### src/rtl/multicycle_control_pkg.sv
// Shared types and encodings for the multicycle controller: FSM states,
// instruction classes, opcode map and ALU control codes.
package multicycle_control_pkg;

   typedef enum logic [3:0] {
      S_FETCH    = 4'd0,
      S_DECODE   = 4'd1,
      S_EXEC_R   = 4'd2,
      S_EXEC_I   = 4'd3,
      S_MEM_ADDR = 4'd4,
      S_MEM_RD   = 4'd5,
      S_MEM_WR   = 4'd6,
      S_WB_ALU   = 4'd7,
      S_WB_MEM   = 4'd8,
      S_BRANCH   = 4'd9,
      S_HALT     = 4'd10
   } state_t;

   typedef enum logic [2:0] {
      CLS_NOP  = 3'd0,
      CLS_R    = 3'd1,
      CLS_ADDI = 3'd2,
      CLS_LW   = 3'd3,
      CLS_SW   = 3'd4,
      CLS_BEQ  = 3'd5,
      CLS_BNE  = 3'd6,
      CLS_HALT = 3'd7
   } iclass_t;

   localparam logic [3:0] OP_ADD  = 4'b0000;
   localparam logic [3:0] OP_ADDI = 4'b0001;
   localparam logic [3:0] OP_SUB  = 4'b0010;
   localparam logic [3:0] OP_AND  = 4'b0011;
   localparam logic [3:0] OP_OR   = 4'b0100;
   localparam logic [3:0] OP_SLT  = 4'b0101;
   localparam logic [3:0] OP_LW   = 4'b0110;
   localparam logic [3:0] OP_SW   = 4'b0111;
   localparam logic [3:0] OP_BEQ  = 4'b1000;
   localparam logic [3:0] OP_BNE  = 4'b1001;
   localparam logic [3:0] OP_HALT = 4'b1111;

   localparam logic [3:0] ALU_AND = 4'b0000;
   localparam logic [3:0] ALU_OR  = 4'b0001;
   localparam logic [3:0] ALU_ADD = 4'b0010;
   localparam logic [3:0] ALU_SUB = 4'b0110;
   localparam logic [3:0] ALU_SLT = 4'b0111;

   // Retired-instruction counter sticks at all-ones instead of wrapping.
   function automatic logic [15:0] sat_inc(input logic [15:0] value);
      return (value == 16'hFFFF) ? value : value + 16'd1;
   endfunction

endpackage

### src/rtl/multicycle_control_decode.sv
// Combinational opcode decoder: instruction class plus the ALU operation
// that class uses in its execute/address/compare step.
module mc_decode
   import multicycle_control_pkg::*;
(
   input  logic [3:0] opcode,
   output iclass_t    iclass,
   output logic [3:0] alu_control
);

   always_comb begin
      iclass      = CLS_NOP;
      alu_control = 4'b0000;
      case (opcode)
         OP_ADD:  begin iclass = CLS_R;    alu_control = ALU_ADD; end
         OP_ADDI: begin iclass = CLS_ADDI; alu_control = ALU_ADD; end
         OP_SUB:  begin iclass = CLS_R;    alu_control = ALU_SUB; end
         OP_AND:  begin iclass = CLS_R;    alu_control = ALU_AND; end
         OP_OR:   begin iclass = CLS_R;    alu_control = ALU_OR;  end
         OP_SLT:  begin iclass = CLS_R;    alu_control = ALU_SLT; end
         OP_LW:   begin iclass = CLS_LW;   alu_control = ALU_ADD; end
         OP_SW:   begin iclass = CLS_SW;   alu_control = ALU_ADD; end
         OP_BEQ:  begin iclass = CLS_BEQ;  alu_control = ALU_SUB; end
         OP_BNE:  begin iclass = CLS_BNE;  alu_control = ALU_SUB; end
         OP_HALT: begin iclass = CLS_HALT; alu_control = 4'b0000; end
         default: begin iclass = CLS_NOP;  alu_control = 4'b0000; end
      endcase
   end

endmodule

### src/rtl/multicycle_control.sv
// Multicycle datapath controller: fetch/decode/execute FSM with memory
// wait states, a latched instruction class and a saturating retire counter.
module multicycle_control
   import multicycle_control_pkg::*;
(
   input  logic        clock,
   input  logic        reset,
   input  logic [3:0]  opcode,
   input  logic        zero,
   input  logic        mem_ready,
   output logic        mem_read,
   output logic        mem_write,
   output logic        ir_write,
   output logic        pc_write,
   output logic        pc_source,
   output logic        reg_write,
   output logic        mem_to_reg,
   output logic        alu_src,
   output logic [3:0]  alu_control,
   output logic        halted,
   output logic [15:0] retired,
   output logic [3:0]  debug_state
);

   state_t     state_q, state_d;
   iclass_t    cls_q, dec_cls;
   logic [3:0] alu_q, dec_alu;
   logic [15:0] retired_q;
   logic       retire;

   logic mr_c, mw_c, irw_c, pcw_c, pcs_c, rw_c, m2r_c, asrc_c;
   logic [3:0] alu_c;

   mc_decode u_decode (
      .opcode      (opcode),
      .iclass      (dec_cls),
      .alu_control (dec_alu)
   );

   // The class and ALU op are captured in DECODE so later opcode changes
   // cannot disturb the instruction in flight.
   always_ff @(posedge clock or posedge reset) begin
      if (reset) begin
         state_q   <= S_FETCH;
         cls_q     <= CLS_NOP;
         alu_q     <= 4'b0000;
         retired_q <= 16'd0;
      end else begin
         state_q <= state_d;
         if (state_q == S_DECODE) begin
            cls_q <= dec_cls;
            alu_q <= dec_alu;
         end
         if (retire)
            retired_q <= sat_inc(retired_q);
      end
   end

   // mem_ready qualifies the current request: an access in FETCH, MEM_RD or
   // MEM_WR completes in the cycle mem_ready is 1; otherwise the state holds.
   always_comb begin
      state_d = state_q;
      retire  = 1'b0;
      mr_c    = 1'b0;
      mw_c    = 1'b0;
      irw_c   = 1'b0;
      pcw_c   = 1'b0;
      pcs_c   = 1'b0;
      rw_c    = 1'b0;
      m2r_c   = 1'b0;
      asrc_c  = 1'b0;
      alu_c   = 4'b0000;
      case (state_q)
         S_FETCH: begin
            mr_c = 1'b1;
            if (mem_ready) begin
               irw_c   = 1'b1;
               pcw_c   = 1'b1;
               state_d = S_DECODE;
            end
         end
         S_DECODE: begin
            case (dec_cls)
               CLS_R:          state_d = S_EXEC_R;
               CLS_ADDI:       state_d = S_EXEC_I;
               CLS_LW, CLS_SW: state_d = S_MEM_ADDR;
               CLS_BEQ, CLS_BNE: state_d = S_BRANCH;
               CLS_HALT: begin
                  state_d = S_HALT;
                  retire  = 1'b1;
               end
               default: begin
                  state_d = S_FETCH;
                  retire  = 1'b1;
               end
            endcase
         end
         S_EXEC_R: begin
            alu_c   = alu_q;
            state_d = S_WB_ALU;
         end
         S_EXEC_I: begin
            asrc_c  = 1'b1;
            alu_c   = ALU_ADD;
            state_d = S_WB_ALU;
         end
         S_WB_ALU: begin
            rw_c    = 1'b1;
            asrc_c  = (cls_q == CLS_ADDI);
            alu_c   = alu_q;
            retire  = 1'b1;
            state_d = S_FETCH;
         end
         S_MEM_ADDR: begin
            asrc_c  = 1'b1;
            alu_c   = ALU_ADD;
            state_d = (cls_q == CLS_LW) ? S_MEM_RD : S_MEM_WR;
         end
         S_MEM_RD: begin
            mr_c = 1'b1;
            if (mem_ready)
               state_d = S_WB_MEM;
         end
         S_WB_MEM: begin
            rw_c    = 1'b1;
            m2r_c   = 1'b1;
            retire  = 1'b1;
            state_d = S_FETCH;
         end
         S_MEM_WR: begin
            mw_c = 1'b1;
            if (mem_ready) begin
               retire  = 1'b1;
               state_d = S_FETCH;
            end
         end
         S_BRANCH: begin
            alu_c   = ALU_SUB;
            pcs_c   = 1'b1;
            pcw_c   = ((cls_q == CLS_BEQ) & zero) | ((cls_q == CLS_BNE) & ~zero);
            retire  = 1'b1;
            state_d = S_FETCH;
         end
         S_HALT: state_d = S_HALT;
         default: state_d = S_FETCH;
      endcase
   end

   // Outputs are gated so reset silences them in the same cycle it rises.
   assign mem_read    = mr_c  & ~reset;
   assign mem_write   = mw_c  & ~reset;
   assign ir_write    = irw_c & ~reset;
   assign pc_write    = pcw_c & ~reset;
   assign pc_source   = pcs_c & ~reset;
   assign reg_write   = rw_c  & ~reset;
   assign mem_to_reg  = m2r_c & ~reset;
   assign alu_src     = asrc_c & ~reset;
   assign alu_control = reset ? 4'b0000 : alu_c;
   assign halted      = (state_q == S_HALT) & ~reset;
   assign retired     = retired_q;
   assign debug_state = state_q;

endmodule

### config.mk
export PLATFORM = sky130hd
export DESIGN_NAME = multicycle_control
export DESIGN_NICKNAME = d
export VERILOG_FILES = /design/src/rtl/multicycle_control_pkg.sv /design/src/rtl/multicycle_control_decode.sv /design/src/rtl/multicycle_control.sv
export SDC_FILE = /design/constraint.sdc
export NUM_CORES = 1
export LEC_CHECK = 0
export ABC_CLOCK_PERIOD_IN_PS = 2750
export CAP_MARGIN = 20
export CORE_ASPECT_RATIO = 1.25
export CORE_MARGIN = 5
export CORE_UTILIZATION = 48
export CTS_BUF_LIST = sky130_fd_sc_hd__clkbuf_2
export DETAILED_ROUTE_END_ITERATION = 8
export GPL_TIMING_DRIVEN = 0
export PLACE_DENSITY_LB_ADDON = 0.08
export SKIP_LAST_GASP = 1
export SLEW_MARGIN = 40
export SYNTH_ARGS = -nofsm -noshare
export SYNTH_HDL_FRONTEND = slang
export SYNTH_SLANG_ARGS = --single-unit
### constraint.sdc
create_clock -name clock -period 2.75 [get_ports clock]
set_input_delay 0.55 -clock clock [delete_from_list [all_inputs] [get_ports clock]]
set_output_delay 0.55 -clock clock [all_outputs]
set_load 0.01 [all_outputs]
## Word-level counts from Yosys, hierarchy flattened

Memory sizes are Yosys's and may differ from the RTL's.
Cells that the tools add are included.

- Register bits after elaboration: 27
- Bits in read-only memories: 96
- Input port bits: 8
- Output and inout bits: 33
- Word-level logic and storage cells: 77
- Memories: 1

- Add/subtract/negate cells: 1
- Eq/ne operators: 25
- Muxes and demuxes: 19
- Bitwise operators: 15
- Reduce and logical (&&, ||, !) cells: 12

Memory list:

| memory | depth | bits a word | rd ports | clocked after Yosys merged registers in | write ports | RTL line | RTL |
|---|---|---|---|---|---|---|---|
| (name not given) | 16 | 6 | 1 | 0 | 0 | multicycle_control_decode.sv:14 | `case (opcode)` |

Operators with widths:

| kind | number |
|---|---|
| one-hot mux 4 bit (7 select lines) | 1 |
| one-hot mux 4 bit (5 select lines) | 1 |
| == test 3 bit (second input constant) | 6 |
| adder 16 x 1 -> 16 bit (second input constant) | 1 |
| == test 16 bit (second input constant) | 1 |
| == test 4 x 3 -> 1 bit (second input constant) | 4 |
| 2-to-1 mux 4 bit | 4 |
| OR reduction 2 bit | 7 |
| == test 3 x 2 -> 1 bit (second input constant) | 4 |
| == test 4 bit (second input constant) | 3 |
| one-hot mux 4 bit (3 select lines) | 1 |
| bitwise AND 1 bit | 11 |
| == test 4 x 2 -> 1 bit (second input constant) | 2 |
| 2-to-1 mux 1 bit | 8 |
| != test 2 bit (second input constant) | 3 |
| OR reduction 6 bit | 1 |
| == test 4 x 1 -> 1 bit (second input constant) | 1 |
| zero test 4 bit | 1 |
| one-hot mux 1 bit (2 select lines) | 2 |
| == test 3 x 1 -> 1 bit (second input constant) | 1 |
| inverter 1 bit | 3 |
| one-hot mux 1 bit (3 select lines) | 1 |
| AND reduction 3 bit | 1 |
| OR reduction 3 bit | 1 |
| other kinds (3) | 3 |

## Depth between registers and ports, before layout

Gate-level depths: netlist of the first run.
An unclocked memory read counts as a cell.

- Word-level depth: 6
- Gate-level depth with buffers: 7
- Gate-level depth less buffers: 6

## Hierarchy

Synthesis of the first run repeated with hierarchy kept, for this count alone.

- Cells, all modules: 197
- Area, all modules: 1816.7 µm²

By module, submodules not included:

| module | instances | cells each | area each (µm²) | seq. area each (µm²) |
|---|---|---|---|---|
| multicycle_control | 1 | 168 | 1629.1 | 675.6 |
| mc_decode | 1 | 29 | 187.7 | 0.0 |

## Worst setup path after synthesis of the first run

Ideal clock, no wire load.

- Path kind: input port to output port
- Start point: input port reset
- End point: output port pc_write
- Arrival time: 1.856 ns
- Data required time: 2.200 ns
- Slack: 0.344 ns
- Stages: 4
- Buffers on the path: 1
- Cells stage by stage: clkbuf_1 -> inv_1 -> and4_1 -> a31o_2

- Cells in the longest elaborated chain, start to end: 2

Ends and longest elaborated chain:

| item | RTL line | RTL |
|---|---|---|
| from (decl) | multicycle_control.sv:7 | `input logic reset,` |
| inverter 1 bit | multicycle_control.sv:153 | `assign pc_write = pcw_c & ~reset;` |
| bitwise AND 1 bit | multicycle_control.sv:153 |  |
| to (decl) | multicycle_control.sv:14 | `output logic pc_write,` |

No other way between the ends.

## Final worst setup path of the first run

- Start point: register state_q[2] (netlist: debug_state[2])
- End point: output port pc_write

- Cells in the longest elaborated chain, start to end: 3
- Elaborated cells on any way between the ends: 4
- Classes of those cells: 1 x eq/ne; 1 x mux; 1 x bitwise; 1 x reduce/logical

Ends and longest elaborated chain:

| item | RTL line | RTL |
|---|---|---|
| from (decl) | multicycle_control.sv:25 | `state_t state_q, state_d;` |
| from (signal assigned) | multicycle_control.sv:49 | `state_q <= state_d;` |
| == test 4 bit or zero test 4 bit (tied branches) | multicycle_control.sv:73 | `case (state_q)` |
| one-hot mux 1 bit (2 select lines) * | multicycle_control.sv:73 |  |
| bitwise AND 1 bit * | multicycle_control.sv:153 |  |

Mark *: on every way between the ends. The rest lies on a longest branch, timed or not.

==> results.md, run 1 <==
- Syn_area_per_cell: 8.438 µm²
- Max-cap violation count: 0
- Crit path max-delay cell type: clkdlybuf4s50_1
- CP bufs+invs: 3
- Final setup fails: 0
- Met2 WL: 2181 µm
- Leading area contributor after synthesis: dfrtp_1
- CP Launch Type: register
- HP Class: input pin to asynchronous set/reset pin
- Deepest clock path buffer count: 2
- Buffers added on ports: 37
- Top_reg_cell synth: dfrtp_1
- Layout Skew: 0.006136 ns
- Gr ovfl total: 0
- CP Capture Type: primary output
- Starting DRT DRC Count: 83
- Synth top area share: 38.75%
- Synth async-reset ratio: 100.0%
- Die height: 76.13 µm
- Crit-path leading delay family: buffers and inverters
- Layout Nets: 251
- H-tree depth: 1
- Total GRT Usage: 17.76%
- Synth Net Count: 208
- Post-synth top cells: dfrtp_1, nand2_1, nor2_1
- Layout cells sized above 1: 10.83%
- DP Wirelength: 3149 µm
- Max FO, Critical Path: 10
- Initial antenna violation count: 0
- Mapped cell area: 1679 µm²
- Post-DRT Antenna Nets: 0
- Global-route wire length before repair: 7086 µm
- Fill count: 321
- Leakage: 0.9184 nW
- Wl on met1: 1731 µm
- Synthesized flop and latch total: 26
- Number of flops mapped to enable cells by yosys: 0
- CTS Buf Count: 3
- Placed Area: 2098 µm²
- Rows: 24
- Fin area: 2145 µm²
- Max-slew headroom: 52.53%
- Critical Path AT: 2.15 ns
- Synth area leaders: dfrtp_1, xnor2_1, nand2_1
- CTS root buffer: clkbuf_2
- Clk slew on worst S/H paths: 0.23 ns
- Clock sinks: 26
- Final hold violations: 0
- Area taken by multi-input logic gates: 958.4 µm²
- Die Area: 4788 µm²
- DRT Wirelength: 4162 µm
- Routed wire per std cell: 14.92 µm
- Vias in the first global route: 1519
- I/O pins: 41
- Area of the core: 3423 µm²
- DR DRC count: 0
- Actual slew at the worst max-slew pin: 0.7066 ns
- Cell chain of the critical path: buf_2, inv_1, nand2_1, nor3_2, a31o_2, clkdlybuf4s50_1
- Worst hold margin: 0.2925 ns
- Die X: 62.90 µm
- Count leader, synth: dfrtp_1
- GP Congestion: 0.9314
- Vias: 1572
- FF/Latch Area: 650.6 µm²
- Yosys cell types: 42
- RSZ-0062 raised after global routing: true
- Seq/Total Area, Yosys: 38.75%
- Final min period: 2.699 ns
- Synth Warn #: 0
- Crit path kind: register to primary output
- Max Fclk: 370.4 MHz
- Max layer used: met4
- Max incr delay on CP: 0.53 ns
- Via-to-Cell Ratio: 5.634
- Starting Density: 49.05%
- Antenna diodes: 0
- Area delta synth->final: 27.72%
- Worst VDD drop: 497.3 µV
- Clk_lat worst skew: 0.33 ns
- Router iterations before antenna repair: 4
- Largest net degree at the start of global routing: 29
- Post-route setup TNS: 0 ns
- Critical Path RT: 2.20 ns
- Status: finished, final reports clean
- PwrDens: 804.0 nW/µm²
- Final period util: 98.16%
- Slew Limit Fails: 0
- Cells after Synth: 199
- Total length of routed met3 wires: 197 µm
- CTS tree: done
==> cells by family after synthesis <==
logic type / Yosys count / share of synthesized area [%]
AO/OA/AOI/OAI: 37 / 13.41
XOR/XNOR: 14 / 7.303
adder cells (fa/ha/maj): 2 / 1.341
buffers and inverters: 16 / 4.917
flip-flops: 26 / 38.75
multiplexers: 6 / 3.875
other: 1 / 0.2233
AND/OR/NAND/NOR: 97 / 30.18
==> repair_timing <==
item,in CTS,in global routing
buffers inserted,1,0
hold endpoints to repair,0,0
resized for setup,6,6
endpoints found under the setup margin,8,6
hold buffers,0,0
==> cell usage in the layout, fill, tap and decap left out, drive strengths merged, types with 2 or more instances in the layout <==
| master | synthesis | layout |
|---|---|---|
| nor3 | 5 | 5 |
| nand2b | 5 | 5 |
| clkbuf | 6 | 9 |
| and4 | 2 | 2 |
| and2b | 2 | 2 |
| nor2b | 6 | 6 |
| xnor2 | 13 | 13 |
| nand3b | 4 | 4 |
| and2 | 2 | 2 |
| o211ai | 3 | 3 |
| a31oi | 2 | 2 |
| a211o | 2 | 2 |
| nand3 | 9 | 9 |
| inv | 3 | 3 |
| dfrtp | 26 | 26 |
| nand2 | 23 | 23 |
| nor4b | 2 | 2 |
| nor2 | 19 | 19 |
| buf | 7 | 8 |
| o21ai | 12 | 12 |
| nand4 | 8 | 8 |
| and3 | 4 | 4 |
| nor3b | 2 | 2 |
| dlymetal6s2s | 0 | 3 |
| a21oi | 13 | 13 |
| dlygate4sd2 | 0 | 2 |
| clkdlybuf4s50 | 0 | 32 |
| mux2i | 2 | 2 |
| nor4 | 2 | 2 |
| mux2 | 4 | 4 |
==> path summary, 6_finish.rpt <==
kind	from	to	slack, ns	depth (start not counted)
setup / recovery	debug_state[2]	pc_write	0.05	6
hold / removal	reset	retired[6]	0.29	2
setup reg to reg	retired[0]	retired[14]	0.87	5
hold reg to reg	alu_q[0]	alu_q[0]	0.50	2
max in group asynchronous	reset	debug_state[3]	2.21	2
min in group clock	alu_q[0]	alu_q[0]	0.50	2
==> routing by layer <==
layer | GRT usage [%] | vias to the layer above
met5 | 0 | -
met2 | 32.03 | 57
met1 | 20.50 | 730
met3 | 3.245 | 4
li1 | - | 781
met4 | 6.157 | 0
==> power by group <==
group | switching (mW) | leakage [nW] | internal, mW | total [mW]
logic | 0.528 | 0.568 | 0.467 | 0.996
registers | 0.100 | 0.338 | 0.492 | 0.592
clock network | 0.107 | 0.0125 | 0.0297 | 0.137
==> registers in the layout (all words and copies together) (netlist names) <==
signal / count
alu_q: 3
debug_state: 4
retired: 16
cls_q: 3
==> area by class of cell <==
| cell class | count | area share [%] |
|---|---|---|
| buffer | 13 | 3.501 |
| clock buffer | 3 | 0.7001 |
| inverter | 3 | 0.6418 |
| multi-input combinational | 157 | 44.69 |
| sequential | 26 | 30.34 |
| tap | 39 | 2.275 |
| timing repair buffer | 38 | 17.85 |
==> worst reg2reg max path, stage by stage, from the launching register on <==
cell and delay (ns):
dfrtp_1 0.47, ha_1 0.19, nand3_1 0.16, nor3_1 0.38, nor3b_1 0.25, mux2_2 0.36
==> through the flow <==
| step | utilization [%] | std cells | power [mW] | setup WS [ns] |
|---|---|---|---|---|
| 3_5_place_dp | 61.29 | 275 | 1.572 | -0.1399 |
| 2_1_floorplan | - | 199 | 1.207 | 0.3436 |
| 6_report | 62.65 | 279 | 1.724 | 0.05057 |
| 5_1_grt | 62.65 | 279 | 1.860 | -0.1214 |
| 4_1_cts | 62.17 | 279 | 1.718 | -0.05433 |
| 3_3_place_gp | 61.29 | 275 | 1.554 | -0.5003 |
No activity file was read; power rests on OpenSTA's default activity.
==> run 2, diff against run 1 <==
CORE_ASPECT_RATIO = unset   (was 1.25)
==> run 2 against run 1 <==
Sequential share of layout area decreased by 0.94 points. Final area rose by 3.2%. Wire length up 5.6%. Count of clock-buffer cells in the layout did not move. Total power up 9.1%. Highest routed layer unchanged. Core utilization is 3.2 points higher.
==> results.md, run 2 (synthesis results as in run 1) <==
- Status: finished, final reports clean
- Area delta synth->final: 31.82%
- Actual slew at the worst max-slew pin: 0.6299 ns
- Cell chain of the critical path: buf_2, clkbuf_1, nor4b_1, clkdlybuf4s50_1
- Commonest cells after routing, fill and taps aside: clkdlybuf4s50_1, dfrtp_1, nand2_1, nor2_1, xnor2_1
- Reg2reg end: retired[8]
- Buffers added on ports: 37
- Final min period: 2.718 ns
- Deepest clock path buffer count: 2
- Area taken by multi-input logic gates: 967.2 µm²
- Crit path from: debug_state[3]
- HP Class: input pin to asynchronous set/reset pin
- Sw Pwr: 777.8 µW
- Post-DRT Antenna Nets: 0
- Crit path kind: register to primary output
- DP Wirelength: 3214 µm
- Placed Area: 2107 µm²
- CTS tree: done
- Fill count: 310
- Commonest non-fill, non-tap cell in the layout: clkdlybuf4s50_1
- CTS root buffer: clkbuf_2
- PwrDens: 849.6 nW/µm²
- Starting Density: 49.93%
- Clk slew on worst S/H paths: 0.27 ns
- Clock group share of total power: 13.3%
- Gr ovfl total: 0
- Fin area: 2213 µm²
- DR DRC count: 0
- Layout cells sized above 1: 13.52%
- Crit path depth: 4
- Sequential power share: 30.9%
- Tot Pwr: 1.880 mW
- Die X: 69.15 µm
- Total GRT Usage: 18.53%
- Switching share of power: 41.37%
- Final hold violations: 0
- Antenna diodes: 0
- Area of the core: 3363 µm²
- Slew Limit Fails: 0
- FF/Latch Area: 650.6 µm²
- H-tree depth: 1
- CP Capture Type: primary output
- Crit-path leading delay family: buffers and inverters
- Global-route wire length before repair: 7445 µm
- CP bufs+invs: 3
- FF-to-FF Start: debug_state[3]
- Hold-fix buffers, CTS: 0
- Clk_lat worst skew: 0.38 ns
- Initial antenna violation count: 0
- Internal: 1.103 mW
- Critical Path AT: 2.17 ns
- Routed wire per std cell: 15.16 µm
- Die height: 69.15 µm
- Clock sinks: 26
- Starting DRT DRC Count: 104
- Final setup fails: 0
- Logic gate share of total power: 55.8%
- I/O pins: 41
- Max reg flops: 16
- Final period util: 98.85%
- R2R Setup Slk: 0.85 ns
- GP Congestion: 0.9618
- Largest net degree at the start of global routing: 29
- Max Fclk: 367.9 MHz
- Max-slew headroom: 57.69%
- Via-to-Cell Ratio: 5.797
- Layout Skew: 0.008597 ns
- Layout Nets: 254
- Leakage: 0.9558 nW
- DRT Wirelength: 4396 µm
- Vias: 1681
- Max-cap violation count: 0
- Critical Path RT: 2.20 ns
- Die Area: 4781 µm²
- CTS Buf Count: 3
- CP Launch Type: register
- R2R cell count: 7
- Max incr delay on CP: 0.60 ns
- Max FO, Critical Path: 10
- Vias in the first global route: 1576
- Router iterations before antenna repair: 4
- Rows: 21
- Crit path max-delay cell type: clkdlybuf4s50_1
- Worst VDD drop: 509.5 µV
- RSZ-0062 raised after global routing: true
[run 2: through the flow]
step                      std cells  util (%)  setup WS (ns)  hold WS (ns)  setup TNS (ns)
final                           290     65.81        0.03159        0.2523               0
after global routing            290     65.81       -0.08563        0.2779         -0.1738
after CTS                       290     65.22       -0.08651        0.3289        -0.08651
after detailed placement        282     62.65        -0.1376        0.4684         -0.1739
after global placement          282     62.65        -0.4689        0.4595          -1.073
after floorplan                 199         -         0.3436        0.4307               0
[run 2: timing repair]
action | in CTS | in global routing
endpoints found under the hold margin | 0 | 0
setup endpoints to repair | 7 | 7
gates resized for setup | 8 | 10
setup buffers | 4 | 0
[run 2: worst max-delay path by stage]
stage,to
2_1_floorplan,pc_write
3_3_place_gp,pc_write
3_5_place_dp,pc_write
4_1_cts,pc_write
5_1_grt,mem_read
6_report,mem_read
[run 2: worst reg2reg max path, stage by stage (launching register included)]
cell and delay [ns]:
dfrtp_1 0.44, buf_2 0.17, and2b_1 0.28, nand3b_1 0.14, a21oi_2 0.33, buf_6 0.20, nand4_1 0.13, xnor2_1 0.14
[run 2: power by group through the flow]
stage	Sequential, mW	Combinational (mW)	Clock [mW]
after CTS	0.579	1.03	0.255
final	0.581	1.05	0.251
after global placement	0.597	0.953	0
after detailed placement	0.604	0.966	0
after global routing	0.596	1.15	0.270
after floorplan	0.616	0.591	0
[run 2: layout make-up]
class	count	area share, %
timing repair buffer	41	18.26
sequential	26	29.40
tap	46	2.600
clock buffer	3	0.6784
buffer	13	3.392
inverter	3	0.6218
clock inverter	1	1.357
multi-input combinational	157	43.70
[run 2: metal layers]
metal | track usage (%) | share of wire, % | vias to the layer above
met5 | 0 | 0 | -
met4 | 5.857 | 1.5 | 0
met3 | 4.360 | 7.3 | 7
met2 | 29.13 | 47 | 64
met1 | 25.11 | 44 | 818
li1 | - | - | 792
